**config.mk**
```make
export PLATFORM = sky130hd
export DESIGN_NAME = deserializer
export DESIGN_NICKNAME = d
export VERILOG_FILES = /design/src/rtl/deserializer.sv
export SDC_FILE = /design/constraint.sdc
export NUM_CORES = 1
export LEC_CHECK = 0
export ABC_AREA = 1
export ABC_CLOCK_PERIOD_IN_PS = 4800
export CORE_MARGIN = 3
export CORE_UTILIZATION = 65
export DETAILED_ROUTE_END_ITERATION = 7
export DONT_BUFFER_PORTS = 1
export PLACE_DENSITY_LB_ADDON = 0.2
export REMOVE_ABC_BUFFERS = 1
export SLEW_MARGIN = 20
export SYNTH_ARGS = -nofsm -noshare
export SYNTH_HDL_FRONTEND = slang
export SYNTH_SLANG_ARGS = --single-unit
```
**constraint.sdc**
```tcl
create_clock -name clk -period 4.8 [get_ports clk]
set_clock_uncertainty 0.15 [all_clocks]
set_input_delay 0.48 -clock clk [delete_from_list [all_inputs] [get_ports clk]]
set_output_delay 0.48 -clock clk [all_outputs]
set_load 0.1 [all_outputs]
```
**src/rtl/deserializer.sv**
```systemverilog
`timescale 1ns/1ps
// -----------------------------------------------------------------------------
// deserializer
//
// Collects a serial bit stream (MSB first) into a WIDTH-bit parallel word and
// hands the finished word to a downstream register through data_out/load.
//
// Build option: define DESERIALIZER_PARITY_EN to add a PARITY state that
// takes one extra even-parity bit after the data bits. Without the macro,
// frames are exactly WIDTH bits and parity_err is tied to 0.
//
// Ports
//   clk        : single clock, all state changes on its rising edge
//   rst        : asynchronous active-low reset
//   start      : frame-start strobe (restarts a frame in progress)
//   bit_valid  : qualifies bit_in for the current cycle
//   bit_in     : serial data, MSB first
//   data_out   : last completed word (changes only on entry to DONE)
//   load       : one-cycle strobe, high while in DONE
//   busy       : high while a frame is being received (SHIFT/PARITY)
//   frame_err  : one-cycle pulse after start aborted a frame in progress
//   parity_err : one-cycle pulse after a parity mismatch (0 without parity)
//   state_dbg  : current FSM state encoding, for debug/checkers
//
// Handshake: the serial side has no back-pressure. A bit is taken on every
// rising edge where bit_valid=1 and the FSM is in SHIFT (or PARITY) and start
// is low; start always wins over bit_valid in the same cycle. The parallel
// side sees load=1 for exactly one cycle with data_out already holding the word.
// -----------------------------------------------------------------------------
module deserializer #(
   parameter int WIDTH = 8
) (
   input  logic             clk,
   input  logic             rst,
   input  logic             start,
   input  logic             bit_valid,
   input  logic             bit_in,
   output logic [WIDTH-1:0] data_out,
   output logic             load,
   output logic             busy,
   output logic             frame_err,
   output logic             parity_err,
   output logic [1:0]       state_dbg
);

   localparam int CW = $clog2(WIDTH) + 1;
   localparam logic [CW-1:0] LAST_IDX = CW'(WIDTH - 1);

   typedef enum logic [1:0] {
      IDLE   = 2'd0,
      SHIFT  = 2'd1,
`ifdef DESERIALIZER_PARITY_EN
      PARITY = 2'd2,
`endif
      DONE   = 2'd3
   } state_t;

   state_t           state_q, state_d;
   logic [CW-1:0]    cnt_q, cnt_d;
   logic [WIDTH-1:0] shift_q, shift_d;
   logic [WIDTH-1:0] data_d;
   logic [WIDTH-1:0] word_next;
   logic             frame_err_d;

   // Word as it will look once the current bit_in is shifted in.
   assign word_next = {shift_q[WIDTH-2:0], bit_in};

`ifdef DESERIALIZER_PARITY_EN
   logic parity_err_d;
`endif

   // -------------------------------------------------------------------------
   // Next-state / datapath logic
   // -------------------------------------------------------------------------
   always_comb begin
      state_d     = state_q;
      cnt_d       = cnt_q;
      shift_d     = shift_q;
      data_d      = data_out;
      frame_err_d = 1'b0;
`ifdef DESERIALIZER_PARITY_EN
      parity_err_d = 1'b0;
`endif
      case (state_q)
         IDLE: begin
            // bit_valid is ignored here, including a bit arriving with start.
            if (start) begin
               state_d = SHIFT;
               cnt_d   = '0;
               shift_d = '0;
            end
         end

         SHIFT: begin
            if (start) begin
               // Abort and restart; the bit of this cycle is dropped.
               frame_err_d = 1'b1;
               cnt_d       = '0;
               shift_d     = '0;
            end else if (bit_valid) begin
               shift_d = word_next;
               cnt_d   = cnt_q + CW'(1);
               if (cnt_q == LAST_IDX) begin
`ifdef DESERIALIZER_PARITY_EN
                  state_d = PARITY;
`else
                  state_d = DONE;
                  data_d  = word_next;
`endif
               end
            end
         end

`ifdef DESERIALIZER_PARITY_EN
         PARITY: begin
            if (start) begin
               frame_err_d = 1'b1;
               state_d     = SHIFT;
               cnt_d       = '0;
               shift_d     = '0;
            end else if (bit_valid) begin
               // Even parity: XOR of data bits and parity bit must be 0.
               if (((^shift_q) ^ bit_in) == 1'b0) begin
                  state_d = DONE;
                  data_d  = shift_q;
               end else begin
                  parity_err_d = 1'b1;
                  state_d      = IDLE;
               end
            end
         end
`endif

         DONE: begin
            // The load happens this cycle regardless; start chains a new frame.
            if (start) begin
               state_d = SHIFT;
               cnt_d   = '0;
               shift_d = '0;
            end else begin
               state_d = IDLE;
            end
         end

         default: begin
            state_d = IDLE;
         end
      endcase
   end

   // -------------------------------------------------------------------------
   // State register
   // -------------------------------------------------------------------------
   always_ff @(posedge clk or negedge rst) begin
      if (!rst) begin
         state_q   <= IDLE;
         cnt_q     <= '0;
         shift_q   <= '0;
         data_out  <= '0;
         frame_err <= 1'b0;
      end else begin
         state_q   <= state_d;
         cnt_q     <= cnt_d;
         shift_q   <= shift_d;
         data_out  <= data_d;
         frame_err <= frame_err_d;
      end
   end

`ifdef DESERIALIZER_PARITY_EN
   always_ff @(posedge clk or negedge rst) begin
      if (!rst) begin
         parity_err <= 1'b0;
      end else begin
         parity_err <= parity_err_d;
      end
   end
`else
   assign parity_err = 1'b0;
`endif

   // -------------------------------------------------------------------------
   // Outputs decoded from state (reset forces IDLE, so these clear at once)
   // -------------------------------------------------------------------------
   assign load = (state_q == DONE);
`ifdef DESERIALIZER_PARITY_EN
   assign busy = (state_q == SHIFT) || (state_q == PARITY);
`else
   assign busy = (state_q == SHIFT);
`endif
   assign state_dbg = state_q;

endmodule

```
==> results.md, run 1 <==
- Maximum operating frequency: 339 MHz
- CTS Hold Bufs: 1
- Nets: about 140
- Ys Warns: 0
- Clock sinks: 22
- 1st-iter DRT viols: 14
- Sequential area share after synthesis: 0.493
- Vias in the first global route: 650
- Row count: 14
- Total CTS buffers: 3
- Die X: approximately 47 um
- Unrepaired setup endpoints after global routing: no
- VDD IR max: 0.000526 V
- Startpoint types: register
- Yosys reg bits: 22
- Min-delay worst type: in2reg
- Post-CTS setup buffer count: 0
- Period minus WS final: just under 3000 ps
- Vias: around 770
- Clock transition at path regs: roughly 120 ps
- # diodes: 0
- Max cap viols: 0
- GRT Resource Usage Total: 0.177
- Synthesized instance count: between 100 and 150
- Via density: ~5.3
- Routability Congestion: around 0.82
- Period utilisation layout: 0.615
- Final Slew Violations: 0
- Status: complete, no violations
- Wire length on met2: 901 um
- Post-CTS sizing: 0
- Slew margin rel.: 0.261
- Core Util, Final: 0.747
- Grt ovf: 0
- Die Span Y: between 40 and 50 um
- Post-route total power: between 600 and 700 uW
- Slowest stage delay, CP: ~940 ps
- Final wirelength: roughly 1800 um
- Critical path class: reg2out
- Max clock buf depth: 2
- Setup TNS: 0 ps
- First-pass GRT wire length: around 2800 um
- Final hold vios: 0
- PD cells: roughly 560 nW/um^2
- Worst slew pin tran: approximately 1100 ps
- Initial antenna violation count: 0
- DR WL/cell: 12.3 um
- Routed wl met3: around 45 um
- Layout cell share with drive strength beyond 1: 0.169
- CP Max Fanout: 5
- Final setup vio count: 0
- Residual DRC count: 0
- Post-DP HPWL: roughly 1300 um
- Post-DRT Antenna Nets: 0
- Max layer used: met4
- Syn Std Cell Area: between 1000 and 1500 um^2
- CP required: about 4200 ps
- Cell variety after synth: 20
- Clock tree root buffer cell: clkbuf_4
- Arr. time, crit path: approximately 2300 ps
- Clock latency on the worst-skew pair: ~300 ps
- Die area: 2250 um^2
- Layout area overhead: 4.26%
- Critical path capture point type: output port
- Largest net degree at the start of global routing: 23
- Smallest hold slack: about 120 ps
- Initial Utilization: 0.717
- CTS tree: done
- Drt pass-1 iters: 4
- Core Region: approximately 1600 um^2
- H-tree depth: 1
- IO buf count: 0
- Met1 Wirelength: 841 um
- Worst-path cell chain: inv_1 > ha_1
- Avg Inst Size Synth: between 8 and 9 um^2
- I/O pin count: 19
- Lkg Pwr: 0.607 nW
- Crit-path slowest cell: ha_1
## cells in the final DEF, fill, tap and decap left out, types with 3 or more instances in the layout
cell type,instances
inv_1,18
nand4_1,3
dfrtp_1,22
nand2_2,4
ha_1,6
nand2_1,38
o21ai_0,6
nand3_1,7
clkbuf_4,3
o21ai_1,3
o21ai_2,7
## registers in the layout, indices dropped and copies added (netlist names)
register,flops
state_dbg,2
data_out,8
cnt_q,4
shift_q,7
frame_err,1
## power breakdown
part | internal, mW | switching (mW) | total, mW
combinational | 0.0637 | 0.214 | 0.277
clock | 0.0462 | 0.0527 | 0.0989
sequential | 0.211 | 0.0613 | 0.272
total | 0.320 | 0.328 | 0.648
## layer usage
layer | vias up | GRT usage
met5 | - | 0
met4 | 0 | 0.0497
met3 | 2 | 0.0338
met2 | 12 | 0.299
met1 | 356 | 0.230
li1 | 401 | -
## final timing paths
kind | startpoint | endpoint | slack, ps | cells after the start
max | state_dbg[1] | busy | 1850 | 2
min | start | frame_err | 120 | 2
max reg2reg | state_dbg[1] | data_out[1] | 1890 | 7
min reg2reg | shift_q[2] | shift_q[2] | 350 | 2
max in group asynchronous | rst | shift_q[0] | 3330 | 1
min in group asynchronous | rst | data_out[5] | 610 | 1
## kinds of logic after synthesis
kind of cell             Yosys count  synth area share
AO/OA/AOI/OAI                     17            0.0997
adder cells (fa/ha/maj)            6            0.0672
buffers and inverters             23            0.0907
flip-flops                        22             0.493
other                              1           0.00336
AND/OR/NAND/NOR                   58             0.246
## Yosys cell counts
cell type  instances  area share
a21oi_1            1      0.0045
buf_4              2       0.013
buf_6              1       0.010
conb_1             1      0.0034
dfrtp_1           22        0.49
ha_1               6       0.067
inv_1             18       0.060
inv_2              2      0.0067
nand2_1           38        0.13
nand2_2            4       0.022
nand2_4            1       0.010
nand3_1            7       0.031
nand3_2            1      0.0090
nand4_1            3       0.017
nor2_1             1      0.0034
nor2_4             2       0.020
o21ai_0            6       0.027
o21ai_1            3       0.013
o21ai_2            7       0.055
or2_1              1      0.0056
## worst max-delay path, delay by kind of cell, from the launching register on
kind,cells,cell delay (ps)
flops,1,790
buf+inv,1,300
fa+ha+maj,1,940
## stage by stage
step,instances,setup WS (ps),instance area (um^2)
2_1_floorplan,124,1970,1090
3_3_place_gp,141,1980,1120
3_5_place_dp,141,1910,1120
4_1_cts,146,1850,1160
5_1_grt,146,1760,1160
6_report,146,1850,1160
## final cells by class
type,count,area (um^2)
Clock buffer,4,36.3
Fill cell,125,394
Inverter,20,75.1
Multi-Input combinational cell,82,465
Sequential cell,22,551
Tap cell,16,20.0
Timing Repair Buffer,2,17.5
(Power assumes the default switching activity.)
==> inputs of run 2 (changes only) <==
--- a/config.mk
+++ b/config.mk
@@ -6,9 +6,10 @@
 export NUM_CORES = 1
 export LEC_CHECK = 0
 export ABC_AREA = 1
-export ABC_CLOCK_PERIOD_IN_PS = 4800
+export ABC_CLOCK_PERIOD_IN_PS = 3000
+export CORE_ASPECT_RATIO = 1.4
 export CORE_MARGIN = 3
-export CORE_UTILIZATION = 65
+export CORE_UTILIZATION = 60
 export DETAILED_ROUTE_END_ITERATION = 7
 export DONT_BUFFER_PORTS = 1
 export PLACE_DENSITY_LB_ADDON = 0.2
==> constraint.sdc (replaced) <==
create_clock -name clk -period 3 [get_ports clk]
set_clock_uncertainty 0.15 [all_clocks]
set_input_delay 0.3 -clock clk [delete_from_list [all_inputs] [get_ports clk]]
set_output_delay 0.3 -clock clk [all_outputs]
set_load 0.1 [all_outputs]
==> results.md, run 2 (synthesis results as in run 1) <==
- Arr. time, crit path: roughly 1700 ps
- Drt pass-1 iters: 4
- I/O pin count: 19
- VDD IR max: between 0.0004 and 0.0005 V
- Worst path most repeated cell: buf_4
- Final wirelength: ~1900 um
- Cells after DPL: ~150
- CP required: ~2600 ps
- Period utilisation layout: 0.705
- Core Util, Final: 0.722
- Period minus WS final: ~2100 ps
- Commonest non-fill, non-tap cell in the layout: nand2_1
- Final setup vio count: 0
- Dpl ws: 1180 ps
- Critical path capture point type: output port
- Slew margin rel.: 0.374
- # diodes: 0
- Grt peak-use layer: met2
- Grt ovf: 0
- Post-CTS setup buffer count: 0
- Final Slew Violations: 0
- Layout area overhead: 7.17%
- GR Util met1: 0.216
- CP Max Fanout: 5
- Core Region: approximately 1700 um^2
- Top flop regs: data_out (8), shift_q (7), cnt_q (4)
- Min-delay worst type: in2reg
- Max cap viols: 0
- Worst slew pin tran: around 940 ps
- Most frequent cells in the layout: nand2_1, dfrtp_1, inv_1, nand3_1, o21ai_2
- Max clock buf depth: 2
- Initial Utilization: 0.673
- Total CTS buffers: 3
- Maximum operating frequency: 473 MHz
- Die X: 42.5 um
- Largest net degree at the start of global routing: 23
- Lkg Pwr: between 0.6 and 0.7 nW
- Post-DP HPWL: about 1500 um
- Setup TNS: 0 ps
- Layout cell share with drive strength beyond 1: 0.179
- Vias: between 800 and 900
- Clock sinks: 22
- H-tree depth: 1
- Nets: roughly 150
- Setup ws final: ~880 ps
- Final std cells w/o fill: between 150 and 200
- M2 GR Usage: 0.309
- Max reg flops: 8
- Crit-path slowest cell: dfrtp_1
- Smallest hold slack: 60.3 ps
- Row count: 17
- Status: complete, no violations
- Critical path class: reg2out
- CTS tree: done
- Clock transition at path regs: between 100 and 150 ps
- Final hold vios: 0
- DR WL/cell: 12.5 um
- Die Span Y: 57.1 um
- 1st-iter DRT viols: 18
- Via density: between 5 and 6
- Clock latency on the worst-skew pair: ~300 ps
- Slowest stage delay, CP: between 300 and 400 ps
- IO buf count: 0
- Residual DRC count: 0
- Clock tree root buffer cell: clkbuf_4
- Routability Congestion: about 0.9
- Post-CTS sizing: 0
- Startpoint types: register
- PD cells: approximately 860 nW/um^2
- Die area: between 2000 and 2500 um^2
- Biggest register: data_out
- Met3 Track Usage GR: 0.0410
- Unrepaired setup endpoints after global routing: no
- Vias in the first global route: between 800 and 900
- Initial antenna violation count: 0
- First-pass GRT wire length: about 3400 um
- GRT Resource Usage Total: 0.185
- Worst-path cell chain: buf_4 > ha_1 > buf_4
- Post-DRT Antenna Nets: 0
[run 2: changes by cell type in the layout (fill, tap and decap cells not counted), sizes merged]
cell         before  now
buf               1    4
clkbuf            4    3
dlygate4sd3       1    3
[run 2: layout make-up]
cell class	count	area (um^2)
clock buffers	3	22.5
fillers	131	462
inverters	20	75.1
multi-input cells	82	465
flip-flops and latches	22	551
well taps	19	23.8
repair buffers	7	60.1
[run 2: routing by layer]
metal	up-vias	routed length, um
met5	-	0
met3	5	98
met1	376	769
met2	18	1000
li1	407	-
met4	0	37
[run 2: final timing paths]
path / from / to / depth (start not counted) / slack (ps)
min in group asynchronous: rst / frame_err / 1 / 430
setup / recovery: state_dbg[0] / busy / 3 / 880
setup reg to reg: state_dbg[0] / data_out[4] / 7 / 1170
max in group asynchronous: rst / data_out[5] / 1 / 1700
hold reg to reg: shift_q[4] / shift_q[4] / 2 / 350
hold / removal: start / cnt_q[2] / 3 / 60
[run 2: repair_timing]
action	CTS	global route
endpoints found under the setup margin	0	0
hold buffers	3	0
endpoints found under the hold margin	24	0
[run 2: critical path: cells and delay by family (launching register included)]
family / cells / cell delay, ps
flip-flops: 1 / 390
adder cells (fa/ha/maj): 1 / 310
buffers and inverters: 2 / 660
[run 2: power by group]
part           switching (mW)  leakage (nW)  total, mW  internal (mW)
Sequential             0.0639         0.302      0.402          0.338
Combinational           0.383         0.308      0.502          0.119
Clock                  0.0798        0.0138      0.127         0.0468
Total                   0.527         0.624       1.03          0.504
[run 2: metrics by stage]
stage	area (um^2)	power, mW
floorplan	1090	0.804
global placement	1140	0.890
detailed placement	1140	0.902
CTS	1200	1.04
global route	1200	1.10
finish	1200	1.03
==> inputs of run 3 (changes only) <==
--- a/config.mk
+++ b/config.mk
@@ -6,7 +6,7 @@
 export NUM_CORES = 1
 export LEC_CHECK = 0
 export ABC_AREA = 1
-export ABC_CLOCK_PERIOD_IN_PS = 3000
+export ABC_CLOCK_PERIOD_IN_PS = 2000
 export CORE_ASPECT_RATIO = 1.4
 export CORE_MARGIN = 3
 export CORE_UTILIZATION = 60
==> constraint.sdc (replaced) <==
create_clock -name clk -period 2 [get_ports clk]
set_clock_uncertainty 0.15 [all_clocks]
set_input_delay 0.2 -clock clk [delete_from_list [all_inputs] [get_ports clk]]
set_output_delay 0.2 -clock clk [all_outputs]
set_load 0.1 [all_outputs]
==> results.md, run 3 (synthesis results as in run 1) <==
- Dpl ws: about 320 ps
- Layout area overhead: 14.8%
- Critical path class: reg2out
- IO buf count: 0
- Core Region: ~1700 um^2
- H-tree depth: 1
- # diodes: 0
- CTS tree: done
- Final setup vio count: 0
- Clock tree root buffer cell: clkbuf_4
- Most frequent cells in the layout: nand2_1, dfrtp_1, inv_1, buf_4
- Clock latency on the worst-skew pair: about 300 ps
- Max cap viols: 0
- CP required: roughly 1700 ps
- GRT Resource Usage Total: 0.186
- DR WL/cell: 12.1 um
- Clock sinks: 22
- Final wirelength: roughly 2000 um
- Layout cell share with drive strength beyond 1: 0.236
- Routability Congestion: 0.822
- Commonest non-fill, non-tap cell in the layout: nand2_1
- Slew margin rel.: 0.349
- Setup ws final: roughly 130 ps
- Critical path capture point type: output port
- Vias: between 800 and 900
- Top flop regs: data_out (8), shift_q (7), cnt_q (4)
- VDD IR max: slightly below 0.0007 V
- Max clock buf depth: 2
- Min-delay worst type: in2reg
- Residual DRC count: 0
- Biggest register: data_out
- Maximum operating frequency: around 540 MHz
- Post-CTS setup buffer count: 0
- 1st-iter DRT viols: 14
- Via density: about 5.2
- Final hold vios: 0
- I/O pin count: 19
- Worst slew pin tran: roughly 970 ps
- Arr. time, crit path: roughly 1500 ps
- Final Slew Violations: 0
- Initial Utilization: 0.673
- Drt pass-1 iters: 4
- Seq. cell area: about 550 um^2
- Fillers: around 130
- Die area: ~2400 um^2
- Nets: roughly 160
- Startpoint types: register
- Smallest hold slack: between 20 and 25 ps
- Clock transition at path regs: between 100 and 150 ps
- Initial antenna violation count: 0
- Lkg Pwr: between 0.6 and 0.7 nW
- Vias in the first global route: 848
- Die X: around 42 um
- First-pass GRT wire length: about 3500 um
- Grt ovf: 0
- Row count: 17
- Total CTS buffers: 3
- Status: complete, no violations
- Period minus WS final: 1870 ps
- Unrepaired setup endpoints after global routing: no
- Post-DP HPWL: 1530 um
- Multi-input gate area: 465 um^2
- Period utilisation layout: 0.933
- Post-DRT Antenna Nets: 0
- Max reg flops: 8
- Largest net degree at the start of global routing: 23
- Die Span Y: between 50 and 60 um
- CP Max Fanout: 4
- Post-route total power: around 1.6 mW
- PD cells: 1260 nW/um^2
[run 3: changes by cell type in the layout (fill, tap and decap cells not counted)]
cell	previous run	this run
clkbuf_8	0	1
buf_6	0	1
buf_4	4	12
[run 3: worst max-delay path, stage by stage (launching register included)]
cell and delay [ps]:
dfrtp_1 440, buf_6 270, ha_1 210, buf_4 290
[run 3: final timing paths]
| check | start | slack [ps] | endpoint | cells past startpoint |
|---|---|---|---|---|
| max | state_dbg[0] | 130 | load | 3 |
| min | bit_valid | 20 | data_out[7] | 4 |
| max reg2reg | state_dbg[0] | 280 | shift_q[4] | 6 |
| min reg2reg | data_out[7] | 340 | data_out[7] | 2 |
| max in group asynchronous | rst | 780 | shift_q[5] | 1 |
| min in group asynchronous | rst | 340 | frame_err | 1 |
[run 3: where the power goes]
group | total (mW) | internal [mW] | switching, mW
Clock | 0.236 | 0.111 | 0.125
Combinational | 0.816 | 0.194 | 0.622
Sequential | 0.566 | 0.508 | 0.0581
[run 3: cell type report]
cell class / count / share of cell area
sequential: 22 / 0.429
clock buffer: 4 / 0.0283
tap: 19 / 0.0185
multi-input combinational: 82 / 0.363
timing repair buffer: 16 / 0.102
inverter: 20 / 0.0585
[run 3: timing repair]
| item | in CTS | in global routing |
|---|---|---|
| endpoints found under the hold margin | 26 | 0 |
| gates resized for setup | 0 | 1 |
| endpoints found under the setup margin | 0 | 1 |
| hold buffers | 3 | 0 |
[run 3: through the flow]
step	instances	util	setup TNS, ps	cell area [um^2]
finish	163	0.773	0	1280
global route	163	0.773	0	1280
CTS	163	0.771	0	1280
detailed placement	156	0.731	0	1210
global placement	156	0.731	0	1210
floorplan	124	-	-11490	1090
[run 3: layer usage]
metal	share of wire	wire, um	up-vias	GRT usage
li1	-	-	427	-
met1	0.41	800	388	0.226
met2	0.53	1040	19	0.322
met3	0.040	78	6	0.0252
met4	0.025	50	0	0.0889
met5	0	0	-	0
